--- src/rtl/prng_pkg.sv ---
// -----------------------------------------------------------------------------
// prng_pkg
// Shared definitions for the PRNG byte arbiter: LFSR geometry, tap mask,
// reset/seed-zero state, arbiter FSM encoding and the single-step LFSR
// next-state function used by lfsr_core.
// -----------------------------------------------------------------------------
package prng_pkg;

  localparam int LFSR_W = 8;

  // p(x) = x^8 + x^6 + x^5 + x^4 + 1 in left-shifting Fibonacci form:
  // feedback is s[7]^s[5]^s[4]^s[3].
  localparam logic [LFSR_W-1:0] LFSR_TAPS  = 8'hB8;
  localparam logic [LFSR_W-1:0] LFSR_RESET = 8'h01;

  // One serial bit per step, so one byte costs LFSR_W steps.
  localparam int BYTE_STEPS = LFSR_W;

  typedef enum logic [1:0] {
    IDLE  = 2'd0,
    SHIFT = 2'd1,
    DONE  = 2'd2
  } state_t;

  function automatic logic [LFSR_W-1:0] lfsr_next(input logic [LFSR_W-1:0] s);
    return {s[LFSR_W-2:0], ^(s & LFSR_TAPS)};
  endfunction

endpackage

--- src/rtl/lfsr_core.sv ---
// -----------------------------------------------------------------------------
// lfsr_core
// 8-bit Fibonacci LFSR with synchronous seed load and serial MSB output.
//
// Ports
//   clk     in   clock, rising edge
//   rst     in   synchronous active-high reset, state <= LFSR_RESET
//   i_step  in   advance the LFSR one step
//   i_load  in   load i_seed (wins over i_step)
//   i_seed  in   seed; the all-zero lock-up state is replaced by LFSR_RESET
//   o_bit   out  serial output, s[7] of the current state
// -----------------------------------------------------------------------------
module lfsr_core
  import prng_pkg::*;
(
  input  logic              clk,
  input  logic              rst,
  input  logic              i_step,
  input  logic              i_load,
  input  logic [LFSR_W-1:0] i_seed,
  output logic              o_bit
);

  logic [LFSR_W-1:0] s_q;

  always_ff @(posedge clk) begin
    if (rst) begin
      s_q <= LFSR_RESET;
    end else if (i_load) begin
      // All-zero is the one state an XOR LFSR can never leave.
      s_q <= (i_seed == '0) ? LFSR_RESET : i_seed;
    end else if (i_step) begin
      s_q <= lfsr_next(s_q);
    end
  end

  assign o_bit = s_q[LFSR_W-1];

endmodule

--- src/rtl/prng_byte_arbiter.sv ---
// -----------------------------------------------------------------------------
// prng_byte_arbiter
// Shares one LFSR between N_REQ requesters. A round-robin pick grants one
// requester, the LFSR is stepped eight times while the serial bits are
// collected MSB-first, and the byte is returned with a one-cycle o_valid
// tagged with o_id. Seeding is owned here and only accepted while idle.
//
// Ports
//   clk       in   clock, rising edge
//   rst       in   synchronous active-high reset
//   i_req     in   per-requester request level (hold until served)
//   i_reseed  in   load i_seed into the LFSR; honoured only in IDLE
//   i_seed    in   seed value (8'h00 maps to 8'h01)
//   o_gnt     out  one-hot grant, held from SHIFT through DONE
//   o_valid   out  byte-ready pulse, high in DONE only
//   o_data    out  collected byte, updated on entry to DONE
//   o_id      out  index of the granted requester
//   o_busy    out  high whenever the FSM is not IDLE
//
// state | meaning
// ------+-------------------------------------------------------------------
// IDLE  | no grant; accepts reseed, otherwise arbitrates from ptr_q
// SHIFT | grant held; LFSR stepped and one bit collected per cycle (8 cycles)
// DONE  | o_valid pulse; re-arbitrate with the served requester masked
// -----------------------------------------------------------------------------
module prng_byte_arbiter
  import prng_pkg::*;
#(
  parameter int N_REQ = 4,
  parameter int ID_W  = $clog2(N_REQ)
)(
  input  logic              clk,
  input  logic              rst,
  input  logic [N_REQ-1:0]  i_req,
  input  logic              i_reseed,
  input  logic [LFSR_W-1:0] i_seed,
  output logic [N_REQ-1:0]  o_gnt,
  output logic              o_valid,
  output logic [LFSR_W-1:0] o_data,
  output logic [ID_W-1:0]   o_id,
  output logic              o_busy
);

  localparam logic [ID_W-1:0] LAST_ID   = ID_W'(N_REQ - 1);
  localparam logic [2:0]      LAST_STEP = 3'(BYTE_STEPS - 1);
  localparam logic [ID_W:0]   N_REQ_W   = (ID_W + 1)'(N_REQ);

  state_t              state_q, state_d;
  logic [2:0]          cnt_q;
  logic [LFSR_W-2:0]   shift_q;
  logic [LFSR_W-1:0]   data_q;
  logic [N_REQ-1:0]    gnt_q;
  logic [ID_W-1:0]     id_q;
  logic [ID_W-1:0]     ptr_q;

  logic [ID_W-1:0]     next_ptr;
  logic [ID_W-1:0]     arb_start;
  logic [N_REQ-1:0]    arb_req;
  logic [ID_W:0]       idx;
  logic                win_any;
  logic [ID_W-1:0]     win_id;
  logic [N_REQ-1:0]    win_gnt;
  logic                take_grant;
  logic                last_step;
  logic                lfsr_step;
  logic                lfsr_load;
  logic                lfsr_bit;

  lfsr_core u_lfsr (
    .clk    (clk),
    .rst    (rst),
    .i_step (lfsr_step),
    .i_load (lfsr_load),
    .i_seed (i_seed),
    .o_bit  (lfsr_bit)
  );

  // Pointer value that takes effect once the current grant completes.
  assign next_ptr  = (id_q == LAST_ID) ? '0 : id_q + ID_W'(1);
  assign last_step = (cnt_q == LAST_STEP);

  // In DONE the served requester may still be holding i_req for this cycle,
  // so it is masked and the search starts one past it. That start equals
  // the pointer being written, so IDLE and DONE arbitration agree.
  always_comb begin
    arb_req   = i_req;
    arb_start = ptr_q;
    if (state_q == DONE) begin
      arb_req   = i_req & ~gnt_q;
      arb_start = next_ptr;
    end
  end

  // Rotate-priority encode: scan from arb_start, wrapping at N_REQ, and take
  // the first requester found.
  always_comb begin
    win_any = 1'b0;
    win_id  = '0;
    win_gnt = '0;
    idx     = '0;
    for (int i = 0; i < N_REQ; i++) begin
      idx = {1'b0, arb_start} + (ID_W + 1)'(i);
      if (idx >= N_REQ_W) begin
        idx = idx - N_REQ_W;
      end
      if (!win_any && arb_req[idx[ID_W-1:0]]) begin
        win_any = 1'b1;
        win_id  = idx[ID_W-1:0];
      end
    end
    win_gnt[win_id] = win_any;
  end

  always_comb begin
    state_d    = state_q;
    lfsr_step  = 1'b0;
    lfsr_load  = 1'b0;
    take_grant = 1'b0;
    unique case (state_q)
      IDLE: begin
        // A reseed costs the requesters one cycle; they are served after.
        if (i_reseed) begin
          lfsr_load = 1'b1;
        end else if (win_any) begin
          take_grant = 1'b1;
          state_d    = SHIFT;
        end
      end
      SHIFT: begin
        lfsr_step = 1'b1;
        if (last_step) begin
          state_d = DONE;
        end
      end
      DONE: begin
        if (win_any) begin
          take_grant = 1'b1;
          state_d    = SHIFT;
        end else begin
          state_d = IDLE;
        end
      end
      default: begin
        state_d = IDLE;
      end
    endcase
  end

  always_ff @(posedge clk) begin
    if (rst) begin
      state_q <= IDLE;
      cnt_q   <= '0;
      shift_q <= '0;
      data_q  <= '0;
      gnt_q   <= '0;
      id_q    <= '0;
      ptr_q   <= '0;
    end else begin
      state_q <= state_d;

      if (take_grant) begin
        gnt_q <= win_gnt;
        id_q  <= win_id;
        cnt_q <= '0;
      end else if (state_q == DONE) begin
        gnt_q <= '0;
      end

      if (state_q == SHIFT) begin
        shift_q <= {shift_q[LFSR_W-3:0], lfsr_bit};
        cnt_q   <= cnt_q + 3'd1;
        // Only the first seven bits are kept in shift_q; the eighth goes
        // straight into o_data so the output changes only on entry to DONE.
        if (last_step) begin
          data_q <= {shift_q, lfsr_bit};
        end
      end

      if (state_q == DONE) begin
        ptr_q <= next_ptr;
      end
    end
  end

  assign o_gnt   = gnt_q;
  assign o_valid = (state_q == DONE);
  assign o_data  = data_q;
  assign o_id    = id_q;
  assign o_busy  = (state_q != IDLE);

endmodule

--- config.mk ---
export PLATFORM = sky130hd
export DESIGN_NAME = prng_byte_arbiter
export DESIGN_NICKNAME = d
export VERILOG_FILES = /design/src/rtl/prng_pkg.sv /design/src/rtl/lfsr_core.sv /design/src/rtl/prng_byte_arbiter.sv
export SDC_FILE = /design/constraint.sdc
export NUM_CORES = 1
export LEC_CHECK = 0
export ABC_CLOCK_PERIOD_IN_PS = 1800
export BUFFER_PORTS_ARGS = -buffer_cell sky130_fd_sc_hd__buf_2
export CORE_ASPECT_RATIO = 1.5
export CORE_MARGIN = 4
export CORE_UTILIZATION = 49
export CTS_CLUSTER_SIZE = 12
export DETAILED_ROUTE_END_ITERATION = 8
export PLACE_DENSITY = 0.78
export SETUP_SLACK_MARGIN = 0.15
export SYNTH_ARGS = -nofsm -noshare
export SYNTH_HDL_FRONTEND = slang
export SYNTH_SLANG_ARGS = --single-unit
--- constraint.sdc ---
create_clock -name clk -period 1.8 [get_ports clk]
set_input_delay 0.36 -clock clk [delete_from_list [all_inputs] [get_ports clk]]
set_output_delay 0.36 -clock clk [all_outputs]
set_load 0.005 [all_outputs]
==> results of run 1 <==
-- sequential cells by signal (all words and copies together), names as in the netlist --
register / cells
shift_q: 7
o_gnt: 4
o_data: 8
ptr_q: 2
cnt_q: 3
o_id: 2
u_lfsr.s_q: 8
state_q: 2
-- per-stage QoR --
stage,utilization [%],setup TNS (ns),hold WS [ns],worst slack [ns]
finish,66.5,-0.00873,0.452,-0.00873
floorplan,-,-0.0957,0.437,-0.0957
CTS,63.4,-0.000284,0.457,-0.000284
global placement,58.5,-0.0859,0.441,-0.0766
detailed placement,58.5,-0.200,0.445,-0.130
global route,66.5,-0.193,0.473,-0.0608
-- routing by layer --
| layer | global-route usage (%) | wire (um) |
|---|---|---|
| met5 | 0 | 0 |
| met4 | 11.2 | 153 |
| met3 | 3.05 | 112 |
| met2 | 32.4 | 2210 |
| met1 | 17.8 | 1590 |
-- worst min-delay path, cell delays in order (launching register included) --
cell and delay, ns:
dfxtp_1 0.31, nand2_1 0.05, a21oi_1 0.05
-- where the power goes --
part	switching [mW]	leakage [nW]	internal (mW)
Sequential	0.0245	0.295	0.828
Clock	0.309	0.0548	0.417
Combinational	0.133	0.598	0.125
-- cell usage in the layout (no fill, tap or decap), types with 2 or more instances in the layout --
| master | n |
|---|---|
| o21ai_2 | 2 |
| buf_6 | 3 |
| nand3b_1 | 2 |
| inv_1 | 12 |
| a21oi_1 | 31 |
| nor2_1 | 20 |
| nand2b_1 | 4 |
| o221a_2 | 7 |
| xnor2_1 | 2 |
| a21oi_2 | 3 |
| dfxtp_1 | 32 |
| nor2b_1 | 3 |
| dfxtp_2 | 3 |
| nand3_1 | 14 |
| buf_4 | 20 |
| nand2_1 | 29 |
| clkbuf_8 | 5 |
| buf_2 | 29 |
-- final cells by class --
| cell class | instances | area [um2] |
|---|---|---|
| fillers | 311 | 1130 |
| clock inverters | 3 | 46.3 |
| well taps | 42 | 52.6 |
| inverters | 14 | 60.1 |
| repair buffers | 53 | 344 |
| flip-flops and latches | 36 | 728 |
| multi-input cells | 146 | 951 |
| clock buffers | 5 | 68.8 |
-- logic make-up (layout without fill, tap and decap cells) --
logic type / count (synthesis) / in the layout / share of synthesized area [%]
xor+xnor: 3 / 3 / 1.54
simple gates: 83 / 83 / 23.2
mux: 2 / 2 / 1.47
flops: 36 / 36 / 42.3
compound gates: 55 / 55 / 21.9
fa+ha+maj: 3 / 3 / 2.20
buf+inv: 26 / 75 / 7.48
-- path summary, 6_finish.rpt --
| path | startpoint | end | slack [ns] | cells past startpoint |
|---|---|---|---|---|
| setup reg to reg | state_q[0] | o_gnt[0] | -0.009 | 7 |
| hold reg to reg | o_data[1] | o_data[1] | 0.45 | 2 |
| setup / recovery | state_q[0] | o_gnt[0] | -0.009 | 7 |
| hold / removal | o_data[1] | o_data[1] | 0.45 | 2 |
-- timing repair --
item                                    4_1_cts  5_1_grt
pin swaps                                     4        5
buffers inserted                              5        2
endpoints found under the setup margin        8       18
resized for setup                             6       19
endpoints found under the hold margin         0        0
==> run summary, run 1 <==
Minimum clock period: 1.81 ns
Bufs and invs on worst path: 1
Cell accounting for the most synthesized area: dfxtp_1
Crit end category: register
Final std cells w/o fill: 299
Hold buffer count at cts: 0
Synthesized Nets: 226
Most common cell in the netlist: dfxtp_1
Number of synthesized register bits: 36
Cell area after synthesis: 1710 um2
Critical path arrival: 2.04 ns
Via density: 5.35
Final wirelength: 4.07 mm
DP Cell Count: 284
Prevailing post-synth register cell: dfxtp_1
CTS Buf Count: 5
Worst min path class: reg -> reg
IO buf count: 30
Fmax: 0.553 GHz
Post-route ant nets: 0
CP max stage delay: 0.36 ns
GRT overflow: 0
Rel. slew slack: 72.5%
Critical path class: reg -> reg
Worst Path Required: 2.03 ns
Post-place instance area: 1980 um2
Root buffer cell: clkbuf_8
Vias in the first global route: 1473
Area fraction of the dominant cell type after synthesis: 42.3%
PwrDens: 816 nW/um2
Die ar.: 4510 um2
H-tree depth: 2
Crit path max-delay cell type: dfxtp_4
# setup viols final: 1
Async S/R FF share, synth: 0%
Total power: 1.84 mW
Cell area after layout: 2250 um2
Synth cell types: 41
Clk_lat worst skew: 0.29 ns
Hold Vio Cnt, Final: 0
GP Congestion: 0.887
Sink Count: 36
Violated checks: setup timing
Peak supply drop: 0.688 mV
Hpwl dp: 2.74 mm
First-pass GRT wire length: 6.20 mm
Worst-path clk slew: 0.08 ns
Status: finished with violations
Layout area overhead: 32.0%
Register area share after synthesis: 42.3%
Initial Util: 50.4%
Antenna diodes: 0
Core area: 3380 um2
Die X: 56.2 um
Core Rows: 26
Skew final: 0.00522 ns
DR iter-0 viols: 58
Final Max Slew Viols: 0
CP top delay family: simple AND/OR/NAND/NOR gates
Crit-path cells: nand2b_4 -> inv_8 -> mux2_4 -> nor4_4 -> a211oi_2 -> or3_1 -> a21oi_2
Initial antenna violation count: 0
Area contributors post-synth: dfxtp_1 42%, a21oi_1 9.7%, nand2_1 6.6%
Final #Nets: 274
Final worst slack: -0.00873 ns
Largest net degree at the start of global routing: 28
Clock Path Buffers: 2
CTS tree: yes
I/O pin total: 31
Leakage power total: 0.948 nW
RSZ-0062 raised after global routing: true
Cells after Synth: 208
Synth top cells by count: 36 x dfxtp_1, 33 x a21oi_1, 30 x nand2_1, 20 x nor2_1, 15 x nand3_1
Final Cycle Share: 100%
Startpoint types: register
CP max FO: 6
Global Route Usage Sum: 17.5%
Max Cap Viol: 0
EDFF count, synth: 0
Synth warn: 0
Avg Cell Area, Syn: 8.20 um2
Die Y: 80.3 um
DRC errors left: 0
Share of cells above drive strength 1: 36.2%
DR vias: 1599
Worst-Margin Slew: 0.412 ns
Routed wire per std cell: 13.6 um
TritonRoute pass-1 iters: 4
(Power assumes the default switching activity.)
==> run 2, diff against run 1 <==
--- a/config.mk
+++ b/config.mk
@@ -5,14 +5,14 @@
 export SDC_FILE = /design/constraint.sdc
 export NUM_CORES = 1
 export LEC_CHECK = 0
-export ABC_CLOCK_PERIOD_IN_PS = 1800
+export ABC_CLOCK_PERIOD_IN_PS = 1900
 export BUFFER_PORTS_ARGS = -buffer_cell sky130_fd_sc_hd__buf_2
 export CORE_ASPECT_RATIO = 1.5
 export CORE_MARGIN = 4
-export CORE_UTILIZATION = 49
+export CORE_UTILIZATION = 50
 export CTS_CLUSTER_SIZE = 12
 export DETAILED_ROUTE_END_ITERATION = 8
-export PLACE_DENSITY = 0.78
+export PLACE_DENSITY = 0.73
 export SETUP_SLACK_MARGIN = 0.15
 export SYNTH_ARGS = -nofsm -noshare
 export SYNTH_HDL_FRONTEND = slang
==> constraint.sdc (replaced) <==
create_clock -name clk -period 1.9 [get_ports clk]
set_input_delay 0.38 -clock clk [delete_from_list [all_inputs] [get_ports clk]]
set_output_delay 0.38 -clock clk [all_outputs]
set_load 0.005 [all_outputs]
==> run 2 against run 1 <==
Net effect: the flow now finishes without violations; critical endpoint unchanged; global-route usage rose by 1.5 points; critical path type unchanged; highest routed layer unchanged; clock skew about the same; sequential cell count unchanged; combinational power fell by 13%; register-to-register slack improved by 0.09 ns.
==> run summary, run 2 (synthesis gave the netlist of run 1 again) <==
Clk_lat worst skew: 0.28 ns (about the same)
CP max stage delay: 0.36 ns (about the same)
Crit path max-delay cell type: or3_1
DP Cell Count: 277 (-2.5%)
Pre-CTS setup slack: -0.0975 ns (+0.0326 ns)
CTS Buf Count: 5 (unchanged)
IO buf count: 30 (unchanged)
Final #Nets: 268 (-2.2%)
Antenna diodes: 0 (unchanged)
Skew final: 0.00473 ns (-0.000492 ns)
Critical path arrival: 2.04 ns (about the same)
Met3 routed WL: 152 um (+36%)
Area of the multi-input gates: 927 um2 (-2.5%)
Minimum clock period: 1.82 ns (+0.00831 ns)
Worst-path clk slew: 0.07 ns (about the same)
Die Y: 79.5 um (-0.90%)
Global Route Usage Sum: 19.0% (+1.5 points)
DR iter-0 viols: 47 (-19%)
Cell area after layout: 2140 um2 (-5.1%)
Setup tns final: 0 ns (+0.00873 ns)
Worst min path class: reg -> reg
Post-place instance area: 1930 um2 (-2.6%)
Initial Util: 52.9% (+2.5 points)
Met2 WL: 2.13 mm (-3.6%)
DRC errors left: 0 (unchanged)
Hold Vio Cnt, Final: 0 (unchanged)
Critical path class: reg -> reg
Sink Count: 36 (unchanged)
Vias in the first global route: 1511 (+2.6%)
CTS tree: yes
Layout area overhead: 25.2%
Post-route ant nets: 0 (unchanged)
RSZ-0062 raised after global routing: true
Core Rows: 25 (-3.8%)
Crit-path cells: ha_4 -> and3b_2 -> a21oi_4 -> mux2i_1 -> a211oi_2 -> or3_1 -> a21oi_2
Share of cells above drive strength 1: 32.8% (-3.4 points)
Clock Path Buffers: 2 (unchanged)
Root buffer cell: clkbuf_8
PwrDens: 753 nW/um2 (-7.8%)
TritonRoute pass-1 iters: 6 (+2)
Die X: 55.7 um (-0.86%)
GP Congestion: 0.854 (-3.7%)
Routed wire per std cell: 13.7 um (+0.90%)
Final wirelength: 3.98 mm (-2.1%)
Via density: 5.38 (+0.59%)
Worst Path Required: 2.12 ns (+0.09 ns)
I/O pin total: 31 (unchanged)
Status: completed
Fill cells: 272 (-13%)
Final Cycle Share: 95.6% (-4.9 points)
Sequential cell area: 726 um2 (-0.34%)
First-pass GRT wire length: 6.60 mm (+6.6%)
Total power: 1.61 mW (-12%)
Final worst slack: 0.0830 ns (+0.0917 ns)
Final Core Density: 66.3% (-0.24 points)
Fmax: 0.550 GHz (-0.46%)
Highest metal used: met4
Final std cells w/o fill: 290 (-3.0%)
Startpoint types: register
Worst-Margin Slew: 0.576 ns (+0.165 ns)
H-tree depth: 2 (unchanged)
Peak supply drop: 0.802 mV (+17%)
DR vias: 1560 (-2.4%)
# setup viols final: 0 (-1)
Largest net degree at the start of global routing: 28 (unchanged)
Core area: 3220 um2 (-4.8%)
Leakage power total: 0.911 nW (-3.9%)
CP max FO: 2 (-4)
Final Max Slew Viols: 0 (unchanged)
Crit end category: register
Rel. slew slack: 61.4% (-11 points)
Initial antenna violation count: 0 (unchanged)
Most frequent cells in the layout: 32 x a21oi_1, 32 x dfxtp_1, 30 x nand2_1, 30 x buf_2, 20 x nor2_1
Max Cap Viol: 0 (unchanged)
GRT overflow: 0 (unchanged)
M1 WL: 1.64 mm (+3.1%)
Die ar.: 4430 um2 (-1.8%)
Hpwl dp: 2.68 mm (-2.1%)
Worst hold margin: 0.451 ns (-0.00118 ns)
==> run 2: what timing repair did <==
item                                    in CTS  in global routing
gates cloned                                 0                  0
hold buffers                                 0                  0
setup buffers                                3                  3
endpoints found under the setup margin       5                  8
gates resized for setup                      6                  9
pin swaps                                    6                  5
==> run 2: report_power, final <==
group | switching (mW) | internal (mW) | total [mW]
combinational | 0.121 | 0.104 | 0.225
sequential | 0.0222 | 0.786 | 0.808
clock | 0.252 | 0.323 | 0.574
==> run 2: path summary, 6_finish.rpt <==
path / start / endpoint / slack (ns) / cells after the start
worst max-delay path: o_id[0] / o_gnt[0] / 0.08 / 7
worst min-delay path: o_data[1] / o_data[1] / 0.45 / 2
worst max register to register: o_id[0] / o_gnt[0] / 0.08 / 7
worst min register to register: o_data[1] / o_data[1] / 0.45 / 2
==> run 2: final cells by class <==
cell class / count / area share [%]
inverters: 14 / 2.58
multi-input cells: 146 / 43.4
flip-flops and latches: 36 / 34.0
repair buffers: 47 / 13.2
well taps: 40 / 2.34
clock buffers: 7 / 4.51
==> run 2: metal layers <==
metal | vias to the layer above | global-route usage, %
met5 | - | 0
met1 | 737 | 19.7
met3 | 5 | 5.66
li1 | 797 | -
met4 | 0 | 8.03
met2 | 21 | 35.0
==> run 2: worst max-delay path, delay by kind of cell (launching register included) <==
| kind | cells | cell delay [ns] |
|---|---|---|
| simple gates | 2 | 0.59 |
| compound gates | 3 | 0.38 |
| flops | 1 | 0.34 |
| fa+ha+maj | 1 | 0.23 |
| mux | 1 | 0.22 |
